--- src/rtl/syn_io_seq_rep_if.sv ---
// Synapse-IO controller bus used by syn_io_seq_rep.
//   master (sequencer):  drives io_start, io_opcd, io_row, io_colset; samples io_busy
//   slave  (controller): samples the issue fields; drives io_busy
interface syn_io_seq_rep_if #(
  parameter int unsigned OPCD_W   = 4,
  parameter int unsigned ROW_W    = 6,
  parameter int unsigned COLSET_W = 3
);
  logic                io_start;
  logic [OPCD_W-1:0]   io_opcd;
  logic [ROW_W-1:0]    io_row;
  logic [COLSET_W-1:0] io_colset;
  logic                io_busy;

  modport master (output io_start, io_opcd, io_row, io_colset, input io_busy);
  modport slave  (input io_start, io_opcd, io_row, io_colset, output io_busy);
endinterface

--- src/rtl/syn_io_seq_rep.sv ---
// syn_io_seq_rep: issues up to SEQ_LEN synapse-IO opcodes back-to-back to the
// synapse-IO controller, repeating the whole sequence reps+1 times.
// Optional build macro SYN_IO_SEQ_ADDR_STEP_EN: each repeat pass advances the
// address by addr_step (mod 2^ADDR_W); without it every pass reuses the start address.
// Ports:
//   clk, reset     clock; asynchronous active-high reset
//   start          request, accepted only when idle (seq/addr/reps sampled then)
//   seq            packed opcodes, slot 0 in the MSBs; opcode 0 terminates
//   addr           start address, {row,colset} = addr[ADDR_W-1:0]
//   addr_step      per-pass address increment (used only with the macro)
//   reps           extra passes
//   abort          stop after the in-flight op
//   busy, done     sequencer active; one-cycle end-of-sequence pulse
//   io             controller bus (master side); issue fields are combinational
module syn_io_seq_rep #(
  parameter int unsigned SEQ_LEN  = 8,
  parameter int unsigned OPCD_W   = 4,
  parameter int unsigned ROW_W    = 6,
  parameter int unsigned COLSET_W = 3,
  parameter int unsigned REP_W    = 8
) (
  input  logic                            clk,
  input  logic                            reset,
  input  logic                            start,
  input  logic [SEQ_LEN*OPCD_W-1:0]       seq,
  input  logic [31:0]                     addr,
  input  logic [ROW_W+COLSET_W-1:0]       addr_step,
  input  logic [REP_W-1:0]                reps,
  input  logic                            abort,
  output logic                            busy,
  output logic                            done,
  syn_io_seq_rep_if.master                io
);

  localparam int unsigned ADDR_W = ROW_W + COLSET_W;
  localparam int unsigned CTR_W  = (SEQ_LEN > 1) ? $clog2(SEQ_LEN) : 1;
  localparam int unsigned SEQ_W  = SEQ_LEN * OPCD_W;

  typedef enum logic {S_IDLE, S_RUN} state_e;

  state_e              state_q, state_d;
  logic [SEQ_W-1:0]    op_seq_q, op_seq_d;
  logic [CTR_W-1:0]    ctr_q, ctr_d;
  logic [REP_W-1:0]    pass_q, pass_d;
  logic [REP_W-1:0]    reps_q, reps_d;
  logic [ADDR_W-1:0]   addr_cur_q, addr_cur_d;
  logic                abort_pend_q, abort_pend_d;
  logic                done_q, done_d;

  logic [ADDR_W-1:0]   next_addr;
  logic [OPCD_W-1:0]   in_op0, first_op, cur_op, nxt_op;
  logic                has_next;
  logic                io_start_c, busy_c;
  logic [OPCD_W-1:0]   opcd_c;
  logic [ADDR_W-1:0]   addr_out_c;

  // Slot k sits k opcodes below the MSB end.
  function automatic logic [OPCD_W-1:0] op_at(input logic [SEQ_W-1:0] s, input int unsigned k);
    return OPCD_W'(s >> ((SEQ_LEN - 1 - k) * OPCD_W));
  endfunction

  assign in_op0   = op_at(seq, 0);
  assign first_op = op_at(op_seq_q, 0);

  // Current and following slot; the following slot is only matched for ctr < SEQ_LEN-1,
  // so the last slot never looks past the end of the sequence.
  always_comb begin
    cur_op = '0;
    nxt_op = '0;
    for (int unsigned k = 0; k < SEQ_LEN; k++) begin
      if (ctr_q == CTR_W'(k)) cur_op = op_at(op_seq_q, k);
    end
    for (int unsigned k = 1; k < SEQ_LEN; k++) begin
      if (ctr_q == CTR_W'(k - 1)) nxt_op = op_at(op_seq_q, k);
    end
    has_next = (nxt_op != '0);
  end

`ifdef SYN_IO_SEQ_ADDR_STEP_EN
  assign next_addr = addr_cur_q + addr_step;
  logic unused_addr_hi;
  assign unused_addr_hi = ^addr[31:ADDR_W];
`else
  assign next_addr = addr_cur_q;
  logic unused_addr_in;
  assign unused_addr_in = ^{addr[31:ADDR_W], addr_step};
`endif

  // Next-state and issue logic.
  always_comb begin
    state_d      = state_q;
    op_seq_d     = op_seq_q;
    ctr_d        = ctr_q;
    pass_d       = pass_q;
    reps_d       = reps_q;
    addr_cur_d   = addr_cur_q;
    abort_pend_d = abort_pend_q;
    done_d       = 1'b0;
    io_start_c   = 1'b0;
    busy_c       = 1'b0;
    opcd_c       = '0;
    addr_out_c   = '0;

    case (state_q)
      S_IDLE: begin
        // start wins over abort here; abort alone is ignored
        if (start) begin
          if (in_op0 != '0) begin
            io_start_c   = 1'b1;
            busy_c       = 1'b1;
            opcd_c       = in_op0;
            addr_out_c   = addr[ADDR_W-1:0];
            op_seq_d     = seq;
            reps_d       = reps;
            addr_cur_d   = addr[ADDR_W-1:0];
            ctr_d        = '0;
            pass_d       = '0;
            abort_pend_d = 1'b0;
            state_d      = S_RUN;
          end else begin
            done_d = 1'b1;
          end
        end
      end

      S_RUN: begin
        busy_c     = 1'b1;
        opcd_c     = cur_op;
        addr_out_c = addr_cur_q;
        if (io.io_busy) begin
          if (abort) abort_pend_d = 1'b1;
        end else if (abort_pend_q || abort) begin
          abort_pend_d = 1'b0;
          done_d       = 1'b1;
          state_d      = S_IDLE;
        end else if (has_next) begin
          io_start_c = 1'b1;
          opcd_c     = nxt_op;
          ctr_d      = ctr_q + CTR_W'(1);
        end else if (pass_q < reps_q) begin
          io_start_c = 1'b1;
          opcd_c     = first_op;
          addr_out_c = next_addr;
          addr_cur_d = next_addr;
          ctr_d      = '0;
          pass_d     = pass_q + REP_W'(1);
        end else begin
          done_d  = 1'b1;
          state_d = S_IDLE;
        end
      end

      default: state_d = S_IDLE;
    endcase
  end

  // State register.
  always_ff @(posedge clk or posedge reset) begin
    if (reset) begin
      state_q      <= S_IDLE;
      op_seq_q     <= '0;
      ctr_q        <= '0;
      pass_q       <= '0;
      reps_q       <= '0;
      addr_cur_q   <= '0;
      abort_pend_q <= 1'b0;
      done_q       <= 1'b0;
    end else begin
      state_q      <= state_d;
      op_seq_q     <= op_seq_d;
      ctr_q        <= ctr_d;
      pass_q       <= pass_d;
      reps_q       <= reps_d;
      addr_cur_q   <= addr_cur_d;
      abort_pend_q <= abort_pend_d;
      done_q       <= done_d;
    end
  end

  // Issue path is combinational, so hold it quiet while reset is asserted.
  assign io.io_start  = io_start_c & ~reset;
  assign io.io_opcd   = reset ? '0 : opcd_c;
  assign io.io_row    = reset ? '0 : addr_out_c[ADDR_W-1:COLSET_W];
  assign io.io_colset = reset ? '0 : addr_out_c[COLSET_W-1:0];
  assign busy         = busy_c & ~reset;
  assign done         = done_q;

endmodule

--- src/flat_wrapper.sv ---
// flat-port wrapper written by rule: the top's interface ports become plain ports
module syn_io_seq_rep_flat 
#(
  parameter int unsigned SEQ_LEN  = 8,
  parameter int unsigned OPCD_W   = 4,
  parameter int unsigned ROW_W    = 6,
  parameter int unsigned COLSET_W = 3,
  parameter int unsigned REP_W    = 8
)
  (clk, reset, start, seq, addr, addr_step, reps, abort, busy, done, io_io_start, io_io_opcd, io_io_row, io_io_colset, io_io_busy);
  syn_io_seq_rep_if #(.OPCD_W(OPCD_W), .ROW_W(ROW_W), .COLSET_W(COLSET_W)) io_i ();
  input  logic clk;
  input  logic reset;
  input  logic start;
  input  logic [SEQ_LEN*OPCD_W-1:0] seq;
  input  logic [31:0] addr;
  input  logic [ROW_W+COLSET_W-1:0] addr_step;
  input  logic [REP_W-1:0] reps;
  input  logic abort;
  output logic busy;
  output logic done;
  output wire logic [$bits(io_i.io_start)-1:0] io_io_start;
  output wire logic [$bits(io_i.io_opcd)-1:0] io_io_opcd;
  output wire logic [$bits(io_i.io_row)-1:0] io_io_row;
  output wire logic [$bits(io_i.io_colset)-1:0] io_io_colset;
  input wire logic [$bits(io_i.io_busy)-1:0] io_io_busy;
  assign io_io_start = io_i.io_start;
  assign io_io_opcd = io_i.io_opcd;
  assign io_io_row = io_i.io_row;
  assign io_io_colset = io_i.io_colset;
  assign io_i.io_busy = io_io_busy;
  syn_io_seq_rep #(.SEQ_LEN(SEQ_LEN), .OPCD_W(OPCD_W), .ROW_W(ROW_W), .COLSET_W(COLSET_W), .REP_W(REP_W)) u_core (.clk(clk), .reset(reset), .start(start), .seq(seq), .addr(addr), .addr_step(addr_step), .reps(reps), .abort(abort), .busy(busy), .done(done), .io(io_i));
endmodule
--- config.mk ---
export PLATFORM = sky130hd
export DESIGN_NAME = syn_io_seq_rep_flat
export DESIGN_NICKNAME = d
export VERILOG_FILES = /design/src/rtl/syn_io_seq_rep_if.sv /design/src/rtl/syn_io_seq_rep.sv /design/src/flat_wrapper.sv
export SDC_FILE = /design/constraint.sdc
export NUM_CORES = 1
export LEC_CHECK = 0
export ABC_AREA = 1
export CORE_UTILIZATION = 45
export DETAILED_ROUTE_END_ITERATION = 12
export GPL_ROUTABILITY_DRIVEN = 0
export PLACE_DENSITY = 0.78
export REMOVE_ABC_BUFFERS = 1
export SETUP_SLACK_MARGIN = 0.02
export SLEW_MARGIN = 25
export SYNTH_ARGS = -nofsm -noshare
export SYNTH_HDL_FRONTEND = slang
export SYNTH_SLANG_ARGS = --single-unit
--- constraint.sdc ---
create_clock -name clk -period 3 [get_ports clk]
set_input_delay 0.45 -clock clk [delete_from_list [all_inputs] [get_ports clk]]
set_output_delay 0.45 -clock clk [all_outputs]
set_load 0.03 [all_outputs]
Word-level counts from Yosys, hierarchy flattened
Index checks and enable logic that the tools add are counted.

storage, ports and cells
  input bits = 86
  output and inout port bits = 16
  logic and storage cells = 108
  register bits = 63

operators by class
  equality and inequality tests = 16
  bitwise gates (word level) = 4
  magnitude comparators = 1
  $add $sub $neg = 2
  reduce and logical (&&, ||, !) cells = 9
  mux-type cells = 68

operator list
  operator               count
  $mux W4                22
  $mux W8                6
  $mux W9                5
  $mux W3                7
  $mux W1                18
  $pmux W9 S2            1
  $pmux W8 S2            1
  $eq A3 B3 Y1 const B   4
  $ne A2 B2 Y1 const B   5
  $pmux W1 S2            5
  $ne A3 B3 Y1 const B   3
  $add A8 B1 Y8 const B  1
  $lt A8 B8 Y1           1
  $pmux W4 S2            1
  $reduce_bool A4 Y1     2
  $eq A3 B2 Y1 const B   2
  $mux W6                1
  $pmux W3 S2            1
  $reduce_and A3 Y1      2
  $reduce_and A6 Y1      1
  $reduce_and A5 Y1      1
  $reduce_and A4 Y1      1
  $add A3 B1 Y3 const B  1
  $eq A3 B1 Y1 const B   1
  other kinds (5)        7

Longest topological paths before layout
  word-level depth = 15
  mapped depth = 20

Worst setup path before layout
No wires, ideal clock.

  path kind = input to output
  start point = input port reset
  end point = output port busy
  buffers on the path = 0
  path slack = -0.093 ns
  arrival time = 2.643 ns
  cell stages on the path = 4
  cell sequence = inv_1 > nand2_1 > or2_2 > inv_1

between the ends
  cells in the longest elaborated chain, start to end = 2

ends and longest elaborated chain
  item             line                   source
  start, declared  flat_wrapper.sv:13     input logic reset;
  $not A1 Y1       syn_io_seq_rep.sv:185  assign busy = busy_c & ~reset;
  $and A1 B1 Y1    syn_io_seq_rep.sv:185
  end, declared    flat_wrapper.sv:20     output logic busy;

No other way between the ends.

Worst setup path after layout
  start point = register u_core.ctr_q[0]
  end point = output port io_io_opcd[1]

between the ends
  cells in the longest elaborated chain, start to end = 15
  elaborated cells between the ends (all ways) = 30
  classes of those cells = eq/ne: 7; mux: 21; reduce/logical: 2

ends and longest elaborated chain
  item                    line                                        source
  start, declared         syn_io_seq_rep.sv:43                        logic [CTR_W-1:0] ctr_q, ctr_d;
  start signal, assigned  syn_io_seq_rep.sv:171                       ctr_q <= ctr_d;
  $logic_not A3 Y1        syn_io_seq_rep.sv:71, syn_io_seq_rep.sv:74
  $mux W4 (8 in a row)    syn_io_seq_rep.sv:71                        if (ctr_q == CTR_W'(k)) cur_op = op_at(op_seq_q, k);
  $mux W4                 syn_io_seq_rep.sv:140                       end else if (pass_q < reps_q) begin
  $mux W4                 syn_io_seq_rep.sv:136                       end else if (has_next) begin
  $mux W4                 syn_io_seq_rep.sv:132                       end else if (abort_pend_q || abort) begin
  $mux W4 (*)             syn_io_seq_rep.sv:130                       if (io.io_busy) begin
  $pmux W4 S2 (*)         syn_io_seq_rep.sv:104                       case (state_q)
  $mux W4 (*)             syn_io_seq_rep.sv:182                       assign io.io_opcd = reset ? '0 : opcd_c;
  end, declared           flat_wrapper.sv:23                          output wire logic [$bits(io_i.io_opcd)-1:0] io_io_opcd;

Every way passes the cells marked *; elsewhere a longest branch is shown, timed or not.

==> flow_metrics.tcl <==
set metrics [dict create \
    status "finished with violations" \
    violations "setup timing" \
    io_buffers 69 \
    clock_sinks 63 \
    share_comb_of_total_power_pct 58.4 \
    async_flop_share_pct 100 \
    floorplan.initialDensity_pct 47.0 \
    synth_top_area_cell "dfrtp_1" \
    ios 102 \
    drt_first_iter_violations 242 \
    grt-ovfl-total 0 \
    final_nets 734 \
    cp_max_fo 8 \
    placed_area_um2 4690 \
    fin_total_pwr_uw 5170 \
    htree_levels 3 \
    start_kind "flip-flop" \
    via_per_inst 5.01 \
    finalCriticalPeriod_ns 3.04 \
    cts_tree "yes" \
    slew-limit-headroom_pct 47.1 \
    fin_area_um2 5150 \
    peakVddDrop_mv 0.591 \
    internal-power_uw 2740 \
    power.switching_uw 2430 \
    clk-insertion-delay-late_ns 0.34 \
    required_ns 2.55 \
    clk_pin_slew_worst_paths_ns 0.07 \
    first_pass_iters 5 \
    die_y_um 95.4 \
    ys_top_cells_by_area "dfrtp_1, nand2_1, inv_1, nand3_1, o21ai_0" \
    fin_hold_ws_ns 0.471 \
    grt_setup_unrepaired "yes" \
    slew_viol_final 0 \
    power_frac_seq_pct 29.2 \
    timing.final.crit_share_pct 101 \
    dieArea_um2 9100 \
    synth.distinct_cells 34 \
    core_area_um2 8340 \
    antenna_found_initial 0 \
    layout-drive-gt1-share_pct 18.2 \
    synthMostInstantiatedCell "nand2_1" \
    numPlacedInstances 716 \
    crit_arrival_ns 2.59 \
    syn_inst 551 \
    synthToLayoutAreaGrowth_pct 31.3 \
    yosys_warnings 0 \
    fillCellCount 746 \
    clockPowerShare_pct 12.4 \
    grt_pass1_vias 3407 \
    min_path_type "reg2reg" \
    grt_pass1_wl_mm 15.7 \
    end_kind "primary output" \
    setup_ws_ns -0.0439 \
    fp.dieW_um 95.4 \
    setup_viol 3 \
    grt_max_degree 64 \
    cellLeakagePower_uw 0.00256 \
    fmax_mhz 329 \
    ys_seq_area_share_pct 40.2 \
    synth_commonest_cells "nand2_1, inv_1, dfrtp_1" \
    max-cap-violations 0 \
    placementRows 33 \
    worst_pin_slew_ns 0.794 \
    hold_viol 0 \
    final_util_pct 61.8 \
    wire_per_inst_um 12.8 \
    finalClockSkew_ns 0.00670 \
    track_usage_pct 22.2 \
    numCtsBuffers 9 \
    wl_mm 9.47 \
    finalNonFillerCells 742 \
    num_vias 3716 \
    synth_edf_count 0 \
    switching_share_pct 47.0 \
    ys_ff_latch 63 \
    cts_buffer_depth 2 \
    post-route-drc-count 0 \
    postSynth.topFlopCell "dfrtp_1" \
    path_class "reg2out" \
    antenna_cells 0 \
    netlist.area_leader.share_pct 40.2 \
    cellPowerDensity_nw_per_um2 1000 \
    dpl.hpwl_mm 6.43 \
    cts_root_buffer "clkbuf_8" \
    netlist_area_um2 3920 \
    ant_nets 0 \
    synth_area_per_cell_um2 7.12 \
]
## area by class of cell
| type | instances | area (um2) | share of cell area [%] |
|---|---|---|---|
| clock buffers | 13 | 159 | 3.08 |
| clock inverters | 1 | 5.00 | 0.0971 |
| inverters | 74 | 288 | 5.58 |
| multi-input cells | 395 | 2130 | 41.4 |
| flip-flops and latches | 63 | 1580 | 30.6 |
| well taps | 105 | 131 | 2.55 |
| repair buffers | 91 | 857 | 16.6 |
## routing by layer
layer / GRT usage [%] / wire, um / share of wire, %
met1: 30.3 / 4410 / 47
met2: 35.2 / 4470 / 47
met3: 4.15 / 475 / 5.0
met4: 8.08 / 112 / 1.2
met5: 0 / 0 / 0
## cell usage in the layout, fill, tap and decap left out, drive strengths merged
| cell | n |
|---|---|
| o21bai | 1 |
| o21ai | 49 |
| nor2 | 20 |
| nor4 | 2 |
| nand2 | 206 |
| nand3b | 3 |
| clkdlybuf4s50 | 54 |
| clkbuf | 13 |
| clkinv | 1 |
| xor2 | 4 |
| inv | 74 |
| dfrtp | 63 |
| a211oi | 1 |
| o21a | 1 |
| a21oi | 26 |
| nand3 | 47 |
| a21boi | 2 |
| nor3 | 4 |
| o211ai | 4 |
| ha | 14 |
| or2 | 8 |
| buf | 37 |
| nand4 | 2 |
| o22ai | 1 |
## timing repair
item                                    CTS  global route
pin swaps                                 4            19
hold buffers                              0             0
buffers inserted                          9             3
resized for setup                        31            22
endpoints found under the setup margin    5             5
gates cloned                              0             0
## critical path, stage by stage (launching register included)
cell	delay (ns)
dfrtp_2	0.46
buf_12	0.15
ha_4	0.19
inv_4	0.07
nor2_4	0.04
nand2_1	0.06
nand3_1	0.06
nand2_1	0.09
nand2_1	0.06
nand2_1	0.05
nand2_1	0.06
nand2_1	0.07
nand2_2	0.07
nor2_4	0.17
buf_6	0.13
nand3_1	0.06
nand3_1	0.09
nand2_1	0.05
inv_1	0.07
nand2_2	0.07
inv_2	0.06
buf_6	0.12
## registers in the layout, indices dropped and copies added, names as in the netlist
name / flops
u_core.op_seq_q: 32
u_core.addr_cur_q: 9
u_core.pass_q: 8
u_core.reps_q: 8
u_core.ctr_q: 3
u_core.abort_pend_q: 1
u_core.done: 1
u_core.state_q: 1
## power groups by stage
| stage | sequential [uW] | clock, uW | combinational (uW) |
|---|---|---|---|
| 5_1_grt | 1550 | 697 | 3350 |
| 3_3_place_gp | 1490 | 0 | 2460 |
| 2_1_floorplan | 1460 | 0 | 1810 |
| 6_report | 1510 | 642 | 3020 |
| 4_1_cts | 1500 | 657 | 2810 |
| 3_5_place_dp | 1510 | 0 | 2500 |
## metrics by stage
stage | setup WS, ns | TNS [ns]
3_5_place_dp | 0.00497 | 0
6_report | -0.0439 | -0.0667
5_1_grt | -0.218 | -0.858
2_1_floorplan | -2.00 | -48.30
4_1_cts | 0.00356 | 0
3_3_place_gp | 0.0567 | 0
## cell families (layout without fill, tap and decap cells)
group                    count (synthesis)  count (layout)  share of synthesized area (%)
AND/OR/NAND/NOR                        292             292                           32.4
buffers and inverters                   93             179                           9.76
AO/OA/AOI/OAI                           85              85                           12.3
flip-flops                              63              63                           40.2
adder cells (fa/ha/maj)                 14              14                           4.46
XOR/XNOR                                 4               4                          0.893
## worst paths after layout
path                                        endpoint                  from  slack [ns]  cells after the start
worst max-delay path                   io_io_opcd[1]       u_core.ctr_q[0]       -0.04                     21
worst min-delay path            u_core.addr_cur_q[8]  u_core.addr_cur_q[8]        0.47                      2
worst max register to register      u_core.pass_q[2]       u_core.ctr_q[0]        0.55                     20
worst min register to register  u_core.addr_cur_q[8]  u_core.addr_cur_q[8]        0.47                      2
max in group asynchronous            u_core.ctr_q[0]                 reset        1.42                      3
min in group asynchronous        u_core.op_seq_q[31]                 reset        1.01                      3
Note: power is estimated with default switching activity, not from simulation.
